===== src/rtl/dp_share_sched_pkg.sv =====
// rtl/dp_share_sched_pkg.sv - shared types and constants for the dp_share_sched scheduler
package dp_share_pkg;

  localparam int DEF_W = 16;

  localparam logic [1:0] MODE_PROD = 2'd0;
  localparam logic [1:0] MODE_SQ1  = 2'd1;
  localparam logic [1:0] MODE_SQ2  = 2'd2;
  localparam logic [1:0] MODE_ZERO = 2'd3;

  typedef enum logic [2:0] {
    IDLE,
    ADD_A,
    ADD_B,
    MUL,
    DONE
  } state_t;

endpackage


===== src/rtl/dp_share_sched_seq_mul.sv =====
// rtl/dp_share_sched_seq_mul.sv - fixed-latency LSB-first shift-add multiplier, (W+1)x(W+1) -> 2W+2
module seq_mul #(
  parameter int W = 16
) (
  input  logic           clk,
  input  logic           rst,
  input  logic           start,
  input  logic [W:0]     a,
  input  logic [W:0]     b,
  output logic           busy,
  output logic           done,
  output logic [2*W+1:0] product
);

  localparam int MUL_IT = W + 1;
  localparam int CW     = $clog2(MUL_IT + 1);

  logic [2*W+1:0] mcand;
  logic [2*W+1:0] acc;
  logic [W:0]     mplier;
  logic [CW-1:0]  cnt;

  // Always runs all MUL_IT iterations so latency never depends on operand values.
  always_ff @(posedge clk or posedge rst) begin
    if (rst) begin
      mcand  <= '0;
      acc    <= '0;
      mplier <= '0;
      cnt    <= '0;
      busy   <= 1'b0;
    end else if (start) begin
      mcand  <= {{(W+1){1'b0}}, a};
      mplier <= b;
      acc    <= '0;
      cnt    <= CW'(MUL_IT);
      busy   <= 1'b1;
    end else if (busy) begin
      if (mplier[0]) acc <= acc + mcand;
      mcand  <= mcand << 1;
      mplier <= mplier >> 1;
      cnt    <= cnt - 1'b1;
      if (cnt == CW'(1)) busy <= 1'b0;
    end
  end

  // High during the cycle whose closing edge performs the final iteration.
  assign done    = busy && (cnt == CW'(1));
  assign product = acc;

endmodule


===== src/rtl/dp_share_sched.sv =====
// rtl/dp_share_sched.sv - schedules out1=in1+in2, out2=in3+in4, out3=mode product on one adder and one multiplier
module dp_share_sched
  import dp_share_pkg::*;
#(
  parameter int W = DEF_W
) (
  input  logic           clk,
  input  logic           rst,
  input  logic           in_valid,
  output logic           in_ready,
  input  logic [W-1:0]   in1,
  input  logic [W-1:0]   in2,
  input  logic [W-1:0]   in3,
  input  logic [W-1:0]   in4,
  input  logic [W-1:0]   in5,
  output logic           out_valid,
  input  logic           out_ready,
  output logic [W:0]     out1,
  output logic [W:0]     out2,
  output logic [2*W+1:0] out3,
  output logic           busy
);

  state_t         state, nstate;
  logic [W-1:0]   c1, c2, c3, c4;
  logic [1:0]     mode;
  logic [W-1:0]   add_a, add_b;
  logic [W:0]     add_sum;
  logic [W:0]     mul_a, mul_b;
  logic           mul_start, mul_busy, mul_done;
  logic [2*W+1:0] mul_product;
  logic           unused_bits;

  assign unused_bits = ^{in5[W-1:2], mul_busy};

  always_ff @(posedge clk or posedge rst) begin
    if (rst) state <= IDLE;
    else     state <= nstate;
  end

  always_comb begin
    nstate = state;
    case (state)
      IDLE:    if (in_valid) nstate = ADD_A;
      ADD_A:   nstate = ADD_B;
      ADD_B:   nstate = (mode == MODE_ZERO) ? DONE : MUL;
      MUL:     if (mul_done) nstate = DONE;
      DONE:    if (out_valid && out_ready) nstate = IDLE;
      default: nstate = IDLE;
    endcase
  end

  always_comb begin
    in_ready  = (state == IDLE);
    busy      = (state != IDLE);
    add_a     = (state == ADD_A) ? c1 : c3;
    add_b     = (state == ADD_A) ? c2 : c4;
    mul_start = (state == ADD_B) && (mode != MODE_ZERO);
  end

  assign add_sum = {1'b0, add_a} + {1'b0, add_b};

  // out2 is being written on the start edge, so the multiplier takes it straight from the adder.
  assign mul_a = (mode == MODE_SQ2) ? add_sum : out1;
  assign mul_b = (mode == MODE_SQ1) ? out1 : add_sum;

  seq_mul #(.W(W)) u_mul (
    .clk     (clk),
    .rst     (rst),
    .start   (mul_start),
    .a       (mul_a),
    .b       (mul_b),
    .busy    (mul_busy),
    .done    (mul_done),
    .product (mul_product)
  );

  always_ff @(posedge clk or posedge rst) begin
    if (rst) begin
      c1        <= '0;
      c2        <= '0;
      c3        <= '0;
      c4        <= '0;
      mode      <= MODE_PROD;
      out1      <= '0;
      out2      <= '0;
      out3      <= '0;
      out_valid <= 1'b0;
    end else begin
      case (state)
        IDLE: if (in_valid) begin
          c1   <= in1;
          c2   <= in2;
          c3   <= in3;
          c4   <= in4;
          mode <= in5[1:0];
        end
        ADD_A: out1 <= add_sum;
        ADD_B: out2 <= add_sum;
        // First DONE cycle loads out3 and raises out_valid; it then holds until the sink accepts.
        DONE: begin
          if (!out_valid) begin
            out_valid <= 1'b1;
            out3      <= (mode == MODE_ZERO) ? '0 : mul_product;
          end else if (out_ready) begin
            out_valid <= 1'b0;
          end
        end
        default: ;
      endcase
    end
  end

endmodule

===== config.mk =====
export PLATFORM = sky130hd
export DESIGN_NAME = dp_share_sched
export DESIGN_NICKNAME = d
export VERILOG_FILES = /design/src/rtl/dp_share_sched_pkg.sv /design/src/rtl/dp_share_sched_seq_mul.sv /design/src/rtl/dp_share_sched.sv
export SDC_FILE = /design/constraint.sdc
export NUM_CORES = 1
export LEC_CHECK = 0
export CAP_MARGIN = 20
export CORE_MARGIN = 2
export CORE_UTILIZATION = 51
export DETAILED_ROUTE_END_ITERATION = 8
export PLACE_DENSITY = 0.85
export REMOVE_ABC_BUFFERS = 1
export SYNTH_ARGS = -nofsm -noshare
export SYNTH_HDL_FRONTEND = slang
export SYNTH_SLANG_ARGS = --single-unit

===== constraint.sdc =====
create_clock -name clk -period 7.99 [get_ports clk]
set_clock_uncertainty 0.15 [all_clocks]
set_input_delay 1.9975 -clock clk [delete_from_list [all_inputs] [get_ports clk]]
set_output_delay 1.9975 -clock clk [all_outputs]
set_load 0.05 [all_outputs]

Word-level counts from Yosys, hierarchy flattened

Index checks and enable logic that the tools add are counted.

Bits in registers: 229
Output and inout bits: 71
Latch bits: 0
Memories: 0
Bits in read-only memories: 0
Memory bits (writable): 0

Reductions and logical operators: 11
Bitwise gates (word level): 1
$add $sub $neg: 3
Order comparisons: 0
Shift-type cells: 0
Eq/ne operators: 12
Divide/modulo/power cells: 0
Multiplexer cells: 24
Multipliers: 0

Operator list:

| kind                                              | count |
|---|---|
| 2-to-1 mux 34 bit                                 | 6 |
| 2-to-1 mux 17 bit                                 | 4 |
| adder 34 bit                                      | 1 |
| 2-to-1 mux 16 bit                                 | 2 |
| adder 16 x 16 -> 17 bit                           | 1 |
| case mux 3 bit (5 select lines)                   | 1 |
| 2-to-1 mux 3 bit                                  | 4 |
| 2-to-1 mux 5 bit                                  | 2 |
| != test 2 bit (second input constant)             | 4 |
| == test 3 x 2 -> 1 bit (second input constant)    | 2 |
| AND reduction 2 bit                               | 3 |
| == test 5 x 1 -> 1 bit (second input constant)    | 1 |
| 2-to-1 mux 1 bit                                  | 5 |
| subtractor 5 x 1 -> 5 bit (second input constant) | 1 |
| == test 2 bit (second input constant)             | 2 |
| nonzero test 2 bit                                | 2 |
| == test 3 x 1 -> 1 bit (second input constant)    | 1 |
| == test 3 bit (second input constant)             | 1 |
| logical AND 1 bit                                 | 3 |
| zero test 3 bit                                   | 1 |
| AND reduction 3 bit                               | 1 |
| nonzero test 3 bit                                | 1 |
| == test 2 x 1 -> 1 bit (second input constant)    | 1 |
| NOT 1 bit                                         | 1 |

Longest topological paths before layout

Depth after elaboration: 5
Depth in mapped cells: 17

Hierarchy

A second synthesis with hierarchy kept.

Cells, all modules: 1408
Area total of the unflattened synthesis: 12926.1 µm²

By module, submodules not included:

| module         | instances | area an instance (µm²) | cells an instance |
|---|---|---|---|
| dp_share_sched | 1         | 7334.5                 | 786 |
| seq_mul        | 1         | 5591.6                 | 622 |

Worst setup path after synthesis

No wires, ideal clock.

Path kind: reg2reg
From: register state[1]
To: register u_mul.mplier[15]
Required time: 7.694 ns
Data arrival time: 3.380 ns
Path slack: 4.314 ns
Path buffers: 2
Stages on the path, launching flop included: 16
Cells stage by stage: dfrtp_1 clkbuf_1 nor3_1 clkbuf_1 nand2_1 nand2_1 ha_1 o21a_1 o21ai_1 a211oi_1 o41ai_1 a21oi_1 a21o_1 a21oi_1 xor2_1 a221oi_1

Longest elaborated chain between the ends: 5
Elaborated cells between the ends (all ways): 9
Classes of those cells: add/sub: 1; eq/ne: 2; mux: 4; reduce/logical: 2

RTL lines:

| item                                        | RTL line                                   | text |
|---|---|---|
| start, declared                             | dp_share_sched.sv:24                       | `state_t state, nstate;` |
| start signal, assigned                      | dp_share_sched.sv:38                       | `else state <= nstate;` |
| == test 3 x 1 -> 1 bit                      | dp_share_sched.sv:56, dp_share_sched.sv:57 |  |
| 2-to-1 mux 16 bit, on equally long branches | dp_share_sched.sv:56, dp_share_sched.sv:57 |  |
| adder 16 x 16 -> 17 bit                     | dp_share_sched.sv:61                       | `assign add_sum = {1'b0, add_a} + {1'b0, add_b};` |
| 2-to-1 mux 17 bit                           | dp_share_sched.sv:65                       | `assign mul_b = (mode == MODE_SQ1) ? out1 : add_sum;` |
| 2-to-1 mux 17 bit                           | dp_share_sched_seq_mul.sv:31               | `end else if (start) begin` |
| end signal, assigned                        | dp_share_sched_seq_mul.sv:40               | `mplier <= mplier >> 1;` |
| end, declared                               | dp_share_sched_seq_mul.sv:20               | `logic [W:0] mplier;` |

Several ways; a longest one is shown, not always the timed one.
A chain may end at the register's enable or synchronous reset.

Final worst setup path

From: register state[0]
To: register out2[16]

Longest elaborated chain between the ends: 3
Elaborated cells between the ends (all ways): 5
Classes of those cells: add/sub: 1; eq/ne: 2; mux: 2

RTL lines:

| item                                        | RTL line                                   | text |
|---|---|---|
| == test 3 x 1 -> 1 bit                      | dp_share_sched.sv:56, dp_share_sched.sv:57 |  |
| 2-to-1 mux 16 bit, on equally long branches | dp_share_sched.sv:56, dp_share_sched.sv:57 |  |
| adder 16 x 16 -> 17 bit                     | dp_share_sched.sv:61                       |  |
| end signal, assigned                        | dp_share_sched.sv:99                       | `ADD_B: out2 <= add_sum;` |
| end, declared                               | dp_share_sched.sv:19                       | `output logic [W:0] out2,` |

Several ways; a longest one is shown, not always the timed one.

==> out/results.ini <==
[die]
io_pins = 155
start_util = 0.519
coreArea_um2 = 23500
num_rows = 56
die_w_um = 159
fp.dieH_um = 159
dieArea_um2 = 25100

[grt]
grt_pass1_wl_um = 47500
overflow = 0
antenna_found_initial = 0
grtUsageTotal = 0.231
grt_pass1_vias = 9753
grt_max_degree = 141

[setup_path]
reg2reg_from = state[0]$_DFFE_PP0P_
reg2regPathDepth = 16
r2r_setup_slack_ps = 3490
worstReg2RegEnd = out2[16]$_DFFE_PP0N_
crit_path_end_kind = flip-flop
crit_slowest_cell = dfrtp_1
critical_path.cell_chain = inv_1 > or3_2 > buf_4 > nand2_1 > nand2_1 > ha_1 > fa_1 > a21o_1 > a21oi_1 > o21ai_0 > a211o_1 > nand3_1 > nand4b_1 > a21o_1 > a21oi_1 > o21ai_0
path_max_fanout = 62
arrival_ps = 4710
start_kind = flip-flop
slowest_delay_ps = 440
worst-setup-path-type = flip-flop to flip-flop
cp.required_ps = 8200

[yosys]
netlist_area_um2 = 12200
synth.largest_area_cell = dfrtp_1
synthTopCellsByCount = 309 x nand2_1, 229 x dfrtp_1, 102 x o21ai_0
synthFlopType = dfrtp_1
seq_area_frac_synth = 0.470
postSynthAreaPerCell_um2 = 9.25
synthArstFlopShare = 1.00
synth_top_area_frac = 0.470
synth-seq-cells = 229
synth_most_common_cell = nand2_1
synth_area_leaders = dfrtp_1 47%, nand2_1 9.5%, mux2_2 6.3%
ys_types = 60
synth_edf_count = 0
yosys_warnings = 0
synthCells = 1317

[job]
drv_cap = 0

[placed_design]
dp_slack_ps = 3570
post-dp-hpwl_um = 19200
gp_routability_congestion = 0.936
portBuffers = 140

[clocking]
cts-htree-levels = 1
root_buffer = clkbuf_16
cts_setup_buffers = 0
clk_latency_ps = 520
post_cts_resize_count = 0
hold_buffers = 0
cts_buffers = 24
clkTransAtPathRegs_ps = 60
cts_sinks = 229
clockBufferDepth = 3
cts_tree = done

[min_path]
hp-class = flip-flop to flip-flop
min_to = out3[26]$_DFFE_PP0P_
hold_depth = 2
min_from = out3[26]$_DFFE_PP0P_

[sta]
fin_setup_tns_ps = 0
finalCriticalPeriod_ps = 4500
max_freq_mhz = 222
hold_viol_final = 0
rsz0062_at_grt = false
worst_slack_ps = 3490
hold_slack_ps = 322
period_share = 0.563
worst_slew_pin_slew_ps = 951
relSlewSlack = 0.366
setup_violations = 0
maxSlewViolCount = 0

[status]
status = complete, no violations

[route]
drtPass1Iterations = 5
drt_iter0_markers = 646
drc = 0
ant_nets = 0
vias = 9955
drt_wl_total_um = 28300
avgRoutedWirePerCell_um = 16.1
vias_per_cell = 5.66

[cells_and_area]
layout.nets = 1560
area_growth_syn_to_layout_pct = 20.9
antennaDiodeCount = 0
drive_gt1_frac = 0.0951

how the worst max path moves through the flow:
stage,startpoint,endpoint,slack (ps),cells after the start
4_1_cts,state[0]$_DFFE_PP0P_,out2[16]$_DFFE_PP0N_,3540,16
6_report,state[0]$_DFFE_PP0P_,out2[16]$_DFFE_PP0N_,3490,16
2_1_floorplan,rst,c1[0]$_DFFE_PP0P_,-430,1
5_1_grt,state[0]$_DFFE_PP0P_,u_mul.mplier[15]$_DFFE_PP0P_,3250,15
3_3_place_gp,state[0]$_DFFE_PP0P_,out2[16]$_DFFE_PP0N_,3710,16
3_5_place_dp,state[0]$_DFFE_PP0P_,out2[16]$_DFFE_PP0N_,3570,16
placed cells by master (no fill, tap or decap), drive strengths merged, types with 7 or more instances in the layout:
cell,Yosys,routed
a211oi,22,22
a21o,23,23
a21oi,89,89
a221oi,9,9
a31oi,12,12
buf,18,14
clkbuf,56,37
clkdlybuf4s50,0,140
dfrtp,229,229
ha,51,51
inv,18,18
mux2,69,69
mux2i,35,35
nand2,309,309
nand2b,11,11
nand3,19,19
nor2,71,71
nor2b,9,9
nor3,23,23
o21a,8,8
o21ai,111,111
o21bai,7,7
o31ai,14,14
xnor2,32,32
xor2,10,10
state kept, by name, indices dropped and copies added (netlist names):
name           flops
c2                16
u_mul.cnt          5
u_mul.busy         1
state              3
c1                16
u_mul.mplier      17
c4                16
out2              17
c3                16
out3              34
u_mul.mcand       34
mode               2
u_mul.product     34
out_valid          1
out1              17
per-layer routing:
metal | GRT usage | wire (um) | vias to the layer above
met5 | 0 | 0 | -
li1 | - | - | 4799
met1 | 0.288 | 11700 | 4776
met4 | 0.0652 | 653 | 0
met3 | 0.0574 | 2100 | 64
met2 | 0.400 | 13900 | 316
through the flow:
step / instances / utilization / cell area [um2]
detailed placement: 1716 / 0.590 / 13800
global route: 1759 / 0.628 / 14700
CTS: 1759 / 0.628 / 14700
finish: 1759 / 0.628 / 14700
floorplan: 1243 / - / 11900
global placement: 1716 / 0.590 / 13800
kinds of logic (layout without fill, tap and decap cells):
group                      after synthesis  count (layout)  synth area share
muxes                                  104             104            0.0925
adders and majority gates               53              53            0.0556
buffers and inverters                   92             215            0.0286
xor gates and xnor gates                42              42            0.0302
DFF                                    229             229             0.470
and+or+nand+nor                        473             473             0.161
AOI/OAI and AO/OA                      324             324             0.161
critical path, delay by kind of cell, from the launching register on:
kind                     cells  cell delay (ps)
AND/OR/NAND/NOR              5              900
adder cells (fa/ha/maj)      2              650
buffers and inverters        2              460
flip-flops                   1              440
AO/OA/AOI/OAI                7             1710
layout make-up:
| type | count | area (um2) |
|---|---|---|
| clock buffer | 37 | 761 |
| clock inverter | 6 | 130 |
| fill | 1856 | 8740 |
| inverter | 18 | 75.1 |
| multi-input combinational | 996 | 6130 |
| sequential | 229 | 5730 |
| tap | 319 | 399 |
| timing repair buffer | 154 | 1510 |
Power is left out: the tool's default activity adds up to more than one toggle a clock period on the data nets, which glitch-free logic cannot reach.
